File: src/rtl/pipes_list_pkg.sv
// Shared types for the pipe list: the pipe record, its flat width and the
// pass-control state encoding.
package pipes_list_pkg;

    // One pipe: horizontal position and gap position.
    typedef struct packed {
        logic [10:0] x;
        logic [9:0]  y;
    } pipe_t;

    // Storage and ports only ever see the record as a flat vector.
    localparam int PIPE_W = $bits(pipe_t);

    typedef enum logic {
        ST_IDLE = 1'b0,
        ST_ITER = 1'b1
    } state_t;

endpackage : pipes_list_pkg

File: src/rtl/pipes_list.sv
// Compact list of active pipes (index 0 = oldest). Appends via insert strobe;
// an update pass visits every entry once, writing back or dropping it, and
// compacts the kept entries in place.
module pipes_list
    import pipes_list_pkg::*;
#(
    parameter int DEPTH = 8
) (
    input  logic              clk,
    input  logic              rst,
    input  logic              ce,
    input  logic              insert_en,
    input  logic [PIPE_W-1:0] insert_data,
    input  logic              iter_start,
    output logic              iter_done,
    input  logic [PIPE_W-1:0] iter_in,
    output logic [PIPE_W-1:0] iter_out,
    input  logic              iter_remove
);

    localparam int CW = $clog2(DEPTH + 1);
    localparam int IW = $clog2(DEPTH);
    localparam logic [CW-1:0] DEPTH_C = CW'(DEPTH);
    localparam logic [CW-1:0] ONE_C   = CW'(1);
    localparam logic [CW-1:0] ZERO_C  = {CW{1'b0}};

    state_t            r_state;
    state_t            w_state_nxt;
    logic [CW-1:0]     r_count;
    logic [CW-1:0]     r_rd;
    logic [CW-1:0]     r_wr;
    logic [PIPE_W-1:0] r_mem [DEPTH];

    logic w_do_insert;
    logic w_do_start;
    logic w_do_step;
    logic w_last;
    logic w_keep;

    // Next-state and per-edge action decode; start beats insert, empty list never enters a pass.
    always_comb begin
        w_state_nxt = r_state;
        w_do_insert = 1'b0;
        w_do_start  = 1'b0;
        w_do_step   = 1'b0;
        w_last      = (r_rd == (r_count - ONE_C));
        w_keep      = ~iter_remove;
        case (r_state)
            ST_IDLE: begin
                if (iter_start) begin
                    if (r_count != ZERO_C) begin
                        w_do_start  = 1'b1;
                        w_state_nxt = ST_ITER;
                    end else begin
                        w_state_nxt = ST_IDLE;
                    end
                end else if (insert_en && (r_count < DEPTH_C)) begin
                    w_do_insert = 1'b1;
                end else begin
                    w_do_insert = 1'b0;
                end
            end
            ST_ITER: begin
                w_do_step = 1'b1;
                if (w_last) begin
                    w_state_nxt = ST_IDLE;
                end else begin
                    w_state_nxt = ST_ITER;
                end
            end
            default: begin
                w_state_nxt = ST_IDLE;
            end
        endcase
    end

    // State register; a low clock enable freezes the pass wherever it is.
    always_ff @(posedge clk or posedge rst) begin
        if (rst) begin
            r_state <= ST_IDLE;
        end else if (ce) begin
            r_state <= w_state_nxt;
        end
    end

    // Count and read/write indices; the final step of a pass commits the kept total.
    always_ff @(posedge clk or posedge rst) begin
        if (rst) begin
            r_count <= ZERO_C;
            r_rd    <= ZERO_C;
            r_wr    <= ZERO_C;
        end else if (ce) begin
            if (w_do_insert) begin
                r_count <= r_count + ONE_C;
            end else if (w_do_start) begin
                r_rd <= ZERO_C;
                r_wr <= ZERO_C;
            end else if (w_do_step) begin
                r_rd <= r_rd + ONE_C;
                if (w_keep) begin
                    r_wr <= r_wr + ONE_C;
                end
                if (w_last) begin
                    r_count <= r_wr + (w_keep ? ONE_C : ZERO_C);
                end
            end
        end
    end

    // Record storage: append at the tail, or compact write-back during a pass.
    always_ff @(posedge clk) begin
        if (ce && w_do_insert) begin
            r_mem[r_count[IW-1:0]] <= insert_data;
        end else if (ce && w_do_step && w_keep) begin
            r_mem[r_wr[IW-1:0]] <= iter_in;
        end
    end

    assign iter_done = (r_state == ST_IDLE);
    assign iter_out  = (r_state == ST_ITER) ? r_mem[r_rd[IW-1:0]] : {PIPE_W{1'b0}};

endmodule : pipes_list

File: config.mk
export PLATFORM = sky130hd
export DESIGN_NAME = pipes_list
export DESIGN_NICKNAME = d
export VERILOG_FILES = /design/src/rtl/pipes_list_pkg.sv /design/src/rtl/pipes_list.sv
export SDC_FILE = /design/constraint.sdc
export NUM_CORES = 1
export LEC_CHECK = 0
export ABC_AREA = 1
export CORE_UTILIZATION = 45
export CTS_CLUSTER_DIAMETER = 50
export DETAILED_ROUTE_END_ITERATION = 10
export PLACE_DENSITY = 0.67
export SETUP_SLACK_MARGIN = 0.2
export SLEW_MARGIN = 20
export SYNTH_ARGS = -nofsm -noshare
export SYNTH_HDL_FRONTEND = slang
export SYNTH_SLANG_ARGS = --single-unit
File: constraint.sdc
create_clock -name clk -period 4.1 [get_ports clk]
set_input_delay 0.82 -clock clk [delete_from_list [all_inputs] [get_ports clk]]
set_output_delay 0.82 -clock clk [all_outputs]
set_load 0.02 [all_outputs]
* After elaboration in Yosys (flattened, before gate mapping)
Memory sizes are Yosys's and may differ from the RTL's.
Index checks and enable logic that the tools add are counted.
** Word-level totals
- Register bits :: 13
- Memory bits (writable) :: 168
- Logic and storage cells :: 57
- Memories :: 1
** Operators by class
- Add/subtract/negate cells :: 5
- Magnitude comparators :: 1
- Eq/ne operators :: 3
- Mux-type cells :: 28
- Bitwise operators :: 3
- Reductions and logical operators :: 12
** Memories
- r_mem :: words 8, bits a word 21, rd ports 1, clocked after memory_dff 0, write ports 1, line pipes_list.sv:32 : logic [PIPE_W-1:0] r_mem [DEPTH];
** Operators with widths (count)
- 2-to-1 mux 21 bit :: 2
- 2-to-1 mux 4 bit :: 9
- OR reduction 21 bit :: 1
- 2-to-1 mux 1 bit :: 15
- adder 4 x 1 -> 4 bit, second input constant :: 3
- AND reduction 4 bit :: 2
- nonzero test 2 bit :: 3
- adder 4 x 1 -> 4 bit :: 1
- equality test 4 bit :: 1
- logical AND 1 bit :: 4
- < comparator 4 bit, second input constant :: 1
- nonzero test 4 bit :: 1
- subtractor 4 x 1 -> 4 bit, second input constant :: 1
- 2-to-1 mux 3 bit :: 1
- NOT 1 bit :: 3
- AND reduction 3 bit :: 1
- inequality test 2 x 1 -> 1 bit, second input constant :: 1
- inequality test 2 bit, second input constant :: 1
- case mux 1 bit (2 select lines) :: 1

* Logic depth before layout (Yosys ltp)
- Word-level depth :: 10
- Gate-level depth with buffers :: 13
- Depth with buffers taken out :: 13

* Least setup slack after synthesis
No wires, ideal clock.
- Path kind :: input port to flip-flop
- Start :: in ce
- End :: mem r_mem[0][0] (netlist name) (enable)
- Setup time :: 0.399 ns
- Data arrival time :: 2.410 ns
- Required time :: 3.701 ns
- Setup slack :: 1.291 ns
- Stages on the path :: 7
- Path through :: nand2_2 -> nor2_8 -> inv_2 -> or2_1 -> o21ai_2 -> nand2_1 -> nor2_1
** On the way
- Word-level cells in the longest chain between the ends :: 7
- Elaborated cells on any way between the ends :: 11
- Those cells by class :: mux: 7; reduce/logical: 4
** Ends and longest elaborated chain
- from (decl) :: line pipes_list.sv:11 : input logic ce,
- logical AND 1 bit (2 in a row) :: line pipes_list.sv:114 : end else if (ce && w_do_step && w_keep) begin
- 2-to-1 mux 1 bit :: line pipes_list.sv:114
- 2-to-1 mux 1 bit :: line pipes_list.sv:112 : if (ce && w_do_insert) begin
- 2-to-1 mux 1 bit (not written as such) :: line pipes_list.sv:115 : r_mem[r_wr[IW-1:0]] <= iter_in;
- OR reduction 21 bit (no line)
- 2-to-1 mux 3 bit (no line) or 2-to-1 mux 1 bit (tied branches)
- to (decl) :: line pipes_list.sv:32
Several ways; a longest one is shown, not always the timed one.

* Final worst setup path
- Start :: reg r_rd[0]
- End :: out iter_out[15]
** On the way
- Word-level cells in the longest chain between the ends :: 2
** Ends and longest elaborated chain
- from (decl) :: line pipes_list.sv:30 : logic [CW-1:0] r_rd;
- from (signal assigned) :: line pipes_list.sv:99 : r_rd <= r_rd + ONE_C;
- memory read (8 x 21 bit)
- 2-to-1 mux 21 bit :: line pipes_list.sv:120 : assign iter_out = (r_state == ST_ITER) ? r_mem[r_rd[IW-1:0]] : {PIPE_W{1'b0}};
- to (decl) :: line pipes_list.sv:17 : output logic [PIPE_W-1:0] iter_out,
Every way passes these cells.

==> results_dict.tcl <==
set metrics [dict create \
    drc 0 \
    crit_type "register to primary output" \
    cp-start-kind "register" \
    wl_um 17490 \
    min_period_ps 3701 \
    internal_power_mw 3.931 \
    die-area_um2 17890 \
    power_switching_mw 2.311 \
    fp-row-count 47 \
    grt_pass1_vias 5458 \
    syn_area_per_cell_um2 10.99 \
    async_reset_ff_share_pct 7.182 \
    synth_top_area_share_pct 64.58 \
    place.gp.congestion 0.8088 \
    htree_levels 4 \
    ant_nets 0 \
    met1_usage_pct 27.18 \
    maxSlewViolCount 0 \
    viasPerCell 5.439 \
    avgRoutedWirePerCell_um 17.21 \
    cts_tree "done" \
    clockPowerShare_pct 24.6 \
    cts.sinks 181 \
    grt_pass1_wl_um 27790 \
    clk_latency_ps 430 \
    end_kind "primary output" \
    dieHeight_um 133.8 \
    nNetsFinal 837 \
    crit_path_frequent_cell "nor2_1" \
    final-hold-violation-count 0 \
    synth-edff-count 168 \
    leakage_nw 3.376 \
    worst-r2r-setup-slack_ps 1260 \
    overflow 0 \
    crit_path_max_fanout 37 \
    fp.dieW_um 133.8 \
    antenna_found_initial 0 \
    dpl.hpwl_um 10840 \
    grt_max_degree 48 \
    p_sw_share_pct 37.02 \
    first_pass_iters 5 \
    pwr-share-seq_pct 39.8 \
    drive_gt1_share_pct 8.920 \
    netlist_area_um2 7811 \
    synth_seq_cells 181 \
    post-route-period-util_pct 90.27 \
    synthCells 711 \
    worst_slew_pin_slew_ps 851.6 \
    setup_tns_ps 0 \
    postCtsSetupBuffers 0 \
    rr_startpoint "r_state$_DFFE_PP0P_" \
    worst-r2r-cell-count 8 \
    max_stage_delay_ps 620 \
    grt_most_used_layer "met2" \
    synthFlopType "edfxtp_1" \
    syn_nets 765 \
    grt_usage_pct 20.76 \
    clockRootBuffer "clkbuf_16" \
    comb_power_share_pct 35.6 \
    crit_chain "inv_2 > buf_6 > nor2_1 > o32ai_1 > nor2_1 > nor2_1 > clkdlybuf4s50_1" \
    drt_iter0_markers 461 \
    yosys.area.top_type "edfxtp_1" \
    finClkSkew_ps 6.634 \
    crit_end "iter_out[15]" \
    status "finished, final reports clean" \
    portBuffers 69 \
    ys_warn_count 0 \
    vias 5526 \
    hold_path_class "register to register" \
    post_cts_resize_count 0 \
    initial_utilization_pct 46.61 \
    synth_area_leaders "edfxtp_1, nor2_1, o21ai_0" \
    clock_path_buffers 2 \
    use_met3_pct 4.186 \
    synth_cell_types 26 \
    path_depth 7 \
    areaGrowthSynthToFinish_pct 19.96 \
    pin_count 70 \
    maxSlewHeadroom_pct 43.23 \
    peakVddDrop_v 0.0003476 \
    use_met2_pct 34.14 \
    holdBufCountCts 0 \
    critPathBufInv 3 \
    ys_top_cells_by_count "nor2_1, edfxtp_1, o21ai_0" \
    powerDensity_nw_per_um2 666.2 \
    placed_cells 984 \
    slowest_stage "dfrtp_4" \
    cp_data_required_time_ps 3280 \
    critPathTopFamily "buffers and inverters" \
    cts_buffers 17 \
    arrival_ps 2880 \
    rsz0062_at_grt "no" \
    fin_cells 1016 \
    fmax_ghz 0.2702 \
    finalSetupViolCount 0 \
    crit_start "r_rd[0]$_DFFE_PP0P_" \
    yosysMostFrequentCell "nor2_1" \
    maxCapViolations 0 \
    core_um2 16760 \
    worstHoldStart "r_wr[3]$_DFFE_PP0P_" \
    n_antenna_cell 0 \
    ys_seq_area_share_pct 68.75 \
    clkTransAtPathRegs_ps 70 \
    reg2reg_to "r_mem[4][5]$_DFFE_PP_" \
]
-- state kept, by name, indices dropped and copies added (netlist names) --
register and cells:
r_state 1, r_mem 168, r_count 4, r_rd 4, r_wr 4
-- through the flow --
stage	hold WS [ps]	utilization [%]	power (mW)	area (um2)	setup WS [ps]
floorplan	501.0	-	3.906	7811	1291
global placement	549.6	52.56	4.650	8810	828.9
detailed placement	564.8	52.56	4.727	8810	764.6
CTS	581.9	55.87	6.260	9364	291.3
global route	607.9	55.91	6.582	9370	250.7
finish	575.9	55.91	6.242	9370	399.1
-- worst min-delay path, cell delays in order (launching register included) --
cell and delay, ps:
dfrtp_1 410, nand2_1 70, o21ai_0 60
-- power by group through the flow --
| stage | Sequential [mW] | Clock [mW] | Combinational [mW] |
|---|---|---|---|
| after floorplan | 2.37 | 0 | 1.54 |
| after global placement | 2.51 | 0 | 2.14 |
| after detailed placement | 2.51 | 0 | 2.22 |
| after CTS | 2.48 | 1.55 | 2.23 |
| after global routing | 2.51 | 1.62 | 2.46 |
| final | 2.49 | 1.53 | 2.22 |
-- layout by cell type (no fill, tap or decap), types with 4 or more instances in the layout --
master,instances
clkdlybuf4s50_1,69
xnor2_1,4
o32ai_1,21
nor2_2,8
dfrtp_1,11
o21ai_1,5
nand3_1,13
edfxtp_1,168
inv_1,20
xor2_1,4
clkinvlp_4,4
ha_1,6
nor2_1,172
o21ai_0,111
clkbuf_16,17
inv_6,5
buf_4,22
nand2_1,110
-- worst min-delay path by stage --
stage                                         to  slack (ps)  cells past startpoint
after global placement    r_count[0]$_DFFE_PP0P_         550                      2
after detailed placement  r_count[0]$_DFFE_PP0P_         560                      2
after floorplan           r_count[3]$_DFFE_PP0P_         500                      2
after CTS                 r_count[0]$_DFFE_PP0P_         580                      2
after global routing         r_wr[3]$_DFFE_PP0P_         610                      2
final                        r_wr[3]$_DFFE_PP0P_         580                      2
-- layer usage --
metal / up-vias / wire, um
met5: - / 0
met4: 0 / 299
met3: 30 / 1112
met2: 195 / 8532
met1: 2682 / 7545
li1: 2619 / -
-- final cells by class --
cell class                 count  area, um2
clock buffer                  19      432.9
clock inverter                13      121.4
fill                        1361       7390
inverter                      22      82.58
multi-input combinational    468       2196
sequential                   181       5375
tap                          220      275.3
timing repair buffer          93      887.1
-- kinds of logic (layout without fill, tap and decap cells) --
logic type	Yosys count	after routing	synth area share, %
simple gates	309	309	15.51
buf+inv	62	147	3.396
compound gates	145	145	10.49
flops	181	181	68.75
fa+ha+maj	6	6	0.9611
xor+xnor	8	8	0.8969
(Power assumes the default switching activity.)
